==> config.mk <==
export PLATFORM = sky130hd
export DESIGN_NAME = keysw_io_dev
export DESIGN_NICKNAME = d
export VERILOG_FILES = /design/src/rtl/keysw_io_pkg.sv /design/src/rtl/keysw_io_dev_input_debouncer.sv /design/src/rtl/keysw_io_dev.sv
export SDC_FILE = /design/constraint.sdc
export NUM_CORES = 1
export LEC_CHECK = 0
export BUFFER_PORTS_ARGS = -buffer_cell sky130_fd_sc_hd__buf_2
export CAP_MARGIN = 20
export CORE_MARGIN = 1
export CORE_UTILIZATION = 47
export DETAILED_ROUTE_END_ITERATION = 10
export PLACE_DENSITY = 0.77
export SLEW_MARGIN = 20
export SYNTH_ARGS = -nofsm -noshare
export SYNTH_HDL_FRONTEND = slang
export SYNTH_HIERARCHICAL = 1
export SYNTH_SLANG_ARGS = --single-unit
==> constraint.sdc <==
create_clock -name clk -period 2.09 [get_ports clk]
set_clock_uncertainty 0.05 [all_clocks]
set_input_delay 0.418 -clock clk [delete_from_list [all_inputs] [get_ports clk]]
set_output_delay 0.418 -clock clk [all_outputs]
set_load 0.01 [all_outputs]
==> src/rtl/keysw_io_pkg.sv <==
// keysw_io_dev_pkg: shared register map, bit positions and pin-group widths for keysw_io_dev
package keysw_io_dev_pkg;
  localparam int KEYBITS = 4;
  localparam int SWBITS = 10;
  localparam logic [31:0] ADDRKEY = 32'hFFFFF080;
  localparam logic [31:0] ADDRSW = 32'hFFFFF090;
  localparam logic [31:0] OFF_DATA = 32'd0;
  localparam logic [31:0] OFF_CTRL = 32'd4;
  localparam int READY = 0;
  localparam int OVR = 2;
  localparam int IE = 4;
  function automatic logic [4:0] ctrl_word(input logic ready, input logic ovr, input logic ie);
    ctrl_word = '0;
    ctrl_word[READY] = ready;
    ctrl_word[OVR] = ovr;
    ctrl_word[IE] = ie;
  endfunction
endpackage

==> src/rtl/keysw_io_dev_input_debouncer.sv <==
// input_debouncer: 2-flop synchronizer plus persistence-count debouncer for one pin group
// Ports: clk, reset (async, active-high), pins (raw), stable (debounced, active level),
//        chg (high in the cycle whose closing edge updates stable).
// stable is kept relative to IDLE (pins ^ IDLE), so active-low groups read as 1 when asserted.
module input_debouncer #(
  parameter int WIDTH = 1,
  parameter int DEBOUNCE_CYCLES = 2,
  parameter logic [WIDTH-1:0] IDLE = '0
) (
  input  logic             clk,
  input  logic             reset,
  input  logic [WIDTH-1:0] pins,
  output logic [WIDTH-1:0] stable,
  output logic             chg
);
  localparam int CW = $clog2(DEBOUNCE_CYCLES);
  logic [WIDTH-1:0] s1, s2, level;
  logic [CW-1:0] cnt;
  logic differs;
  assign level = s2 ^ IDLE;
  assign differs = level != stable;
  // chg is combinational so the flags in the parent update on the same edge as stable
  assign chg = differs && cnt == CW'(DEBOUNCE_CYCLES - 1);
  always_ff @(posedge clk or posedge reset)
    if (reset) begin
      s1 <= IDLE;
      s2 <= IDLE;
      stable <= '0;
      cnt <= '0;
    end else begin
      s1 <= pins;
      s2 <= s1;
      stable <= chg ? level : stable;
      cnt <= (!differs || chg) ? '0 : cnt + 1'b1;
    end
endmodule

==> src/rtl/keysw_io_dev.sv <==
// keysw_io_dev: memory-mapped KEY/SW input device with debounce, ready/overrun flags
// Ports: clk, reset (async, active-high), KEY (active-low), SW, addr/rd_en/wr_en/wdata (MEM-stage
//        bus), sel/rdata (combinational read path), irq (only when KEYSW_IRQ_EN is defined).
// Map: ADDRKEY KDATA, ADDRKEY+4 KCTRL, ADDRSW SDATA, ADDRSW+4 SCTRL; CTRL = {IE[4], OVR[2], READY[0]}.
// Macro KEYSW_IRQ_EN: adds irq output and read/write IE bits; otherwise IE reads 0.
module keysw_io_dev import keysw_io_dev_pkg::*; #(
  parameter int DBITS = 32,
  parameter int KEYBITS = keysw_io_dev_pkg::KEYBITS,
  parameter int SWBITS = keysw_io_dev_pkg::SWBITS,
  parameter logic [DBITS-1:0] ADDRKEY = keysw_io_dev_pkg::ADDRKEY,
  parameter logic [DBITS-1:0] ADDRSW = keysw_io_dev_pkg::ADDRSW,
  parameter int DEBOUNCE_CYCLES = 250000
) (
  input  logic               clk,
  input  logic               reset,
  input  logic [KEYBITS-1:0] KEY,
  input  logic [SWBITS-1:0]  SW,
  input  logic [DBITS-1:0]   addr,
  input  logic               rd_en,
  input  logic               wr_en,
  input  logic [DBITS-1:0]   wdata,
  output logic               sel,
  output logic [DBITS-1:0]   rdata
`ifdef KEYSW_IRQ_EN
  ,
  output logic               irq
`endif
);
  logic [KEYBITS-1:0] key_stable;
  logic [SWBITS-1:0] sw_stable;
  // index 0 = key device, index 1 = switch device
  logic [1:0] chg, hit_data, hit_ctrl, rd_data, wr_ctrl, ready, ready_n, ovr, ie;
  input_debouncer #(.WIDTH(KEYBITS), .DEBOUNCE_CYCLES(DEBOUNCE_CYCLES), .IDLE({KEYBITS{1'b1}})) u_key (
    .clk(clk), .reset(reset), .pins(KEY), .stable(key_stable), .chg(chg[0])
  );
  input_debouncer #(.WIDTH(SWBITS), .DEBOUNCE_CYCLES(DEBOUNCE_CYCLES), .IDLE('0)) u_sw (
    .clk(clk), .reset(reset), .pins(SW), .stable(sw_stable), .chg(chg[1])
  );
  assign hit_data = {addr == ADDRSW + DBITS'(OFF_DATA), addr == ADDRKEY + DBITS'(OFF_DATA)};
  assign hit_ctrl = {addr == ADDRSW + DBITS'(OFF_CTRL), addr == ADDRKEY + DBITS'(OFF_CTRL)};
  assign sel = |{hit_data, hit_ctrl};
  // a simultaneous load and store is a store: no read side effect
  assign rd_data = hit_data & {2{rd_en & ~wr_en}};
  assign wr_ctrl = hit_ctrl & {2{wr_en}};
  // a change coinciding with a DATA read keeps ready: the read consumed the previous value
  assign ready_n = chg | (ready & ~rd_data);
  assign rdata = hit_data[0] ? DBITS'(key_stable) :
                 hit_data[1] ? DBITS'(sw_stable) :
                 hit_ctrl[0] ? DBITS'(ctrl_word(ready[0], ovr[0], ie[0])) :
                 hit_ctrl[1] ? DBITS'(ctrl_word(ready[1], ovr[1], ie[1])) : '0;
  always_ff @(posedge clk or posedge reset)
    if (reset) begin
      ready <= '0;
      ovr <= '0;
    end else begin
      ready <= ready_n;
      ovr <= (chg & ready & ~rd_data) | (ovr & ~(wr_ctrl & {2{~wdata[OVR]}}));
    end
`ifdef KEYSW_IRQ_EN
  always_ff @(posedge clk or posedge reset)
    if (reset) begin
      ie <= '0;
      irq <= 1'b0;
    end else begin
      ie <= (wr_ctrl & {2{wdata[IE]}}) | (ie & ~wr_ctrl);
      irq <= |(((wr_ctrl & {2{wdata[IE]}}) | (ie & ~wr_ctrl)) & ready_n);
    end
`else
  assign ie = '0;
`endif
endmodule

Word level (Yosys, flattened, before mapping)

Index checks and enable logic that the tools add are counted.

Bits in registers: 82
Output and inout port bits: 33
Word-level logic and storage cells: 48

Add/sub/neg operators: 2
Equal/unequal tests: 8
Muxes and demuxes: 6
Bitwise operators: 15
Reduce and logical (&&, ||, !) cells: 7

Operators with widths:

| kind                                           | number |
|---|---|
| equality test 32 bit (second input constant)   | 4 |
| adder 18 x 1 -> 18 bit (second input constant) | 2 |
| equality test 18 bit (second input constant)   | 2 |
| 2-to-1 mux 18 bit                              | 2 |
| 2-to-1 mux 10 bit                              | 2 |
| bitwise AND 2 bit                              | 7 |
| != test 10 bit                                 | 1 |
| 2-to-1 mux 3 bit                               | 2 |
| != test 4 bit                                  | 1 |
| inverter 2 bit                                 | 2 |
| inverter 4 bit                                 | 1 |
| OR 2 bit                                       | 2 |
| OR reduction 4 bit                             | 1 |
| logical AND 1 bit                              | 2 |
| zero test 1 bit                                | 2 |
| logical OR 1 bit                               | 2 |
| inverter 1 bit                                 | 2 |
| bitwise AND 1 bit                              | 1 |

Longest topological paths before layout

Word-level depth: 6
Gate-level depth with buffers: 7
Mapped depth without buffers: 6

By module

Netlist, hierarchy kept.

Modules (own cells, without submodules):

| module                  | times used | cells an instance | area an instance (um2) |
|---|---|---|---|
| input_debouncer (u_sw)  | 1          | 144               | 1876.8 |
| input_debouncer (u_key) | 1          | 122               | 1401.3 |
| keysw_io_dev            | 1          | 70                | 626.9 |

Least setup slack after synthesis

No wires, ideal clock.

Kind: input-to-output
Start: input addr[9]
End: output rdata[1]
Data arrival time: 1.660 ns
Data required time: 1.622 ns
Slack: -0.038 ns
Stages: 4
Path buffers: 0
Cells stage by stage: or4_1 -> and4bb_4 -> nand2_1 -> nor3_1

Cells in the longest elaborated chain, start to end: 4

RTL lines:

| item                 | RTL line           | source |
|---|---|---|
| from (decl)          | keysw_io_dev.sv:18 | `input logic [DBITS-1:0] addr,` |
| equality test 32 bit | keysw_io_dev.sv:40 | `assign hit_ctrl = {addr == ADDRSW + DBITS'(OFF_CTRL), addr == ADDRKEY + DBITS'(OFF_CTRL)};` |
| 2-to-1 mux 3 bit     | keysw_io_dev.sv:49 | `hit_ctrl[0] ? DBITS'(ctrl_word(ready[0], ovr[0], ie[0])) :` |
| 2-to-1 mux 10 bit    | keysw_io_dev.sv:48 | `hit_data[1] ? DBITS'(sw_stable) :` |
| 2-to-1 mux 10 bit *  | keysw_io_dev.sv:47 | `assign rdata = hit_data[0] ? DBITS'(key_stable) :` |
| to (decl)            | keysw_io_dev.sv:23 | `output logic [DBITS-1:0] rdata` |

Mark *: on every way between the ends. The rest lies on a longest branch, timed or not.

Worst setup path in the final report

Start: input addr[3]
End: output rdata[1]

Same word-level chain as after synthesis.

==> flow_metrics.env <==
export IMPL_status="complete, but fails checks"
export IMPL_violations="negative setup slack"
export IMPL_whs_endpoint="u_key/s1[1]"
export IMPL_io_buffers=61
export IMPL_syn_instance_count=336
export IMPL_seq_area_frac_synth_pct=52.8
export IMPL_wire_per_inst_um=14.5
export IMPL_worst_pin_slew_ns=0.520
export IMPL_grt_max_degree=31
export IMPL_crit_family="simple AND/OR/NAND/NOR gates"
export IMPL_maxSlewViolCount=0
export IMPL_hold_start="KEY[1]"
export IMPL_num_vias=2772
export IMPL_critPathMaxStageDelay_ns=0.52
export IMPL_synth_commonest_cells="dfrtp_1 (74), nor2_1 (42), xnor2_1 (32), buf_4 (22), nand4_1 (18)"
export IMPL_yosysMostFrequentCell="dfrtp_1"
export IMPL_rows=32
export IMPL_antenna_found_initial=0
export IMPL_cp_arrival_ns=1.75
export IMPL_ir_drop_mv=0.515
export IMPL_grt_pass1_wl_um=12400
export IMPL_cp_cell_sequence="buf_6 -> or4_4 -> and4bb_4 -> nand2_4 -> nor3_2 -> buf_2"
export IMPL_ys_ff_latch=82
export IMPL_placed_cell_area_mm2=0.00434
export IMPL_critPathRequiredTime_ns=1.62
export IMPL_synthDistinctLibCells=50
export IMPL_cp_slowest_cell="or4_4"
export IMPL_cts_buffers=9
export IMPL_ff2ff_setup_slack_ns=0.14
export IMPL_synthFlopType="dfrtp_1"
export IMPL_synth_avg_cell_area_um2=11.6
export IMPL_drive_gt1_share_pct=35.4
export IMPL_overflow=0
export IMPL_io_pins=115
export IMPL_yosysTopAreaCell="dfrtp_1"
export IMPL_core_area_mm2=0.00789
export IMPL_fin_util_pct=60.3
export IMPL_diodes=0
export IMPL_place_gp_congestion=0.824
export IMPL_drcViolationCount=0
export IMPL_post_route_min_period_ns=2.22
export IMPL_hp_class="input port to flop"
export IMPL_hold_viol=0
export IMPL_cts_root_buffer="clkbuf_8"
export IMPL_drv_cap=0
export IMPL_cts_tree="yes"
export IMPL_die_y_um=93.2
export IMPL_async_flop_share_pct=100
export IMPL_setup_viol=11
export IMPL_vias_per_cell=5.25
export IMPL_finalPower_uw=3680
export IMPL_worstSetupPathDepth=6
export IMPL_worstReg2RegStart="u_sw/cnt[8]"
export IMPL_design_area_mm2=0.00476
export IMPL_period_share_pct=106
export IMPL_syn2layout_area_growth_pct=21.9
export IMPL_grt_usage_pct=18.9
export IMPL_leakagePower_uw=0.00224
export IMPL_initial_core_util_pct=49.5
export IMPL_r2r_cells=5
export IMPL_place_inst=509
export IMPL_relSlewSlack_pct=65.3
export IMPL_clkLatencyLatePin_ns=0.35
export IMPL_tns_ns=-1.23
export IMPL_netlist_area_mm2=0.00390
export IMPL_clock_path_buffers=2
export IMPL_drt_wl_total_um=7660
export IMPL_clock_sinks=82
export IMPL_dr_pass1_iters=4
export IMPL_criticalPathCategory="input port to primary output"
export IMPL_worstPathMaxFanout=3
export IMPL_critPathBufInv=2
export IMPL_start_kind="input port"
export IMPL_max_freq_ghz=0.450
export IMPL_synth_edf_count=0
export IMPL_rsz0062_at_grt="yes"
export IMPL_grt_pass1_vias=2730
export IMPL_finalNetCount=505
export IMPL_die_w_um=93.2
export IMPL_path_clk_slew_ns=0.08
export IMPL_drt_iter0_markers=126
export IMPL_instances_no_fill=528
export IMPL_dieArea_mm2=0.00868
export IMPL_endpoint_kind="primary output"
export IMPL_r2r_end="ovr[1]"
export IMPL_dpl_hpwl_um=5360
export IMPL_p_per_area_mw_per_mm2=773
export IMPL_yosys_warnings=6
export IMPL_hold_depth=1
export IMPL_synth_area_leaders="dfrtp_1 (47%), xnor2_1 (7.2%), dfstp_2 (5.4%), buf_4 (4.2%), nor2_1 (4.0%)"
export IMPL_htree_num_levels=3
export IMPL_synth_top_area_share_pct=47.4
export IMPL_ant_nets=0
export IMPL_worst_slack_ns=-0.131
-- timing repair --
action / 4_1_cts / 5_1_grt
endpoints found under the hold margin: 4 / 0
hold buffers: 1 / 0
pin swaps: 4 / 3
buffers inserted: 2 / 0
endpoints found under the setup margin: 11 / 34
gates resized for setup: 25 / 3
-- worst max path at each step --
stage	start	endpoint	slack, ns
floorplan	addr[9]	rdata[1]	-0.04
global placement	addr[9]	rdata[5]	-0.13
detailed placement	addr[9]	rdata[1]	-0.16
CTS	addr[3]	rdata[0]	-0.15
global route	addr[3]	rdata[3]	-0.17
finish	addr[3]	rdata[1]	-0.13
-- metal layers --
| layer | global-route usage, % | wire length, um | vias up |
|---|---|---|---|
| met1 | 22.0 | 3220 | 1363 |
| met2 | 33.7 | 3860 | 104 |
| li1 | - | - | 1289 |
| met5 | 0 | 0 | - |
| met4 | 8.72 | 174 | 0 |
| met3 | 3.50 | 406 | 16 |
-- layout by cell type (no fill, tap or decap), drive strengths merged, types with 3 or more instances in the layout --
master / Yosys / layout
nor4: 11 / 11
nand3: 13 / 13
nand4: 20 / 20
dfstp: 8 / 8
nor3: 10 / 10
nand4b: 3 / 3
a21oi: 3 / 3
dfrtp: 74 / 74
bufinv: 0 / 3
mux2i: 6 / 6
mux2: 10 / 10
clkbuf: 2 / 10
conb: 1 / 22
inv: 14 / 14
nand2: 9 / 9
nor2: 42 / 42
buf: 26 / 80
xor2: 11 / 11
and3: 12 / 12
xnor2: 32 / 32
nor4b: 4 / 4
-- cell families (layout without fill, tap and decap cells) --
| kind of cell | after synthesis | in the layout | synth area share [%] |
|---|---|---|---|
| adder cells (fa/ha/maj) | 2 | 2 | 0.641 |
| other | 1 | 22 | 0.0960 |
| AO/OA/AOI/OAI | 11 | 11 | 2.27 |
| buffers and inverters | 42 | 111 | 6.86 |
| multiplexers | 18 | 18 | 5.58 |
| flip-flops | 82 | 82 | 52.8 |
| XOR/XNOR | 43 | 43 | 9.64 |
| AND/OR/NAND/NOR | 137 | 137 | 22.1 |
-- cell type report --
| type | count | area, um^2 |
|---|---|---|
| repair buffers | 81 | 541 |
| clock inverters | 6 | 114 |
| clock buffers | 10 | 138 |
| fillers | 619 | 3130 |
| flip-flops and latches | 82 | 2060 |
| well taps | 102 | 128 |
| multi-input cells | 233 | 1730 |
| inverters | 14 | 52.6 |
-- power breakdown --
group / switching, uW / total, uW / internal (uW)
combinational: 218 / 403 / 185
sequential: 155 / 1890 / 1730
clock: 561 / 1390 / 827
total: 934 / 3680 / 2750
-- sequential cells by signal (all words and copies together), names as in the netlist --
| register | flops |
|---|---|
| u_sw/cnt | 18 |
| ready | 2 |
| u_key/s2 | 4 |
| ovr | 2 |
| u_sw/stable | 10 |
| u_key/cnt | 18 |
| u_key/s1 | 4 |
| u_key/stable | 4 |
| u_sw/s1 | 10 |
| u_sw/level | 10 |
-- per-stage QoR --
| stage | setup WS [ns] | hold WS [ns] |
|---|---|---|
| floorplan | -0.0382 | 0.134 |
| global placement | -0.131 | 0.278 |
| detailed placement | -0.155 | 0.282 |
| CTS | -0.153 | 0.0879 |
| global route | -0.175 | 0.0870 |
| finish | -0.131 | 0.107 |
(Power assumes the default switching activity.)
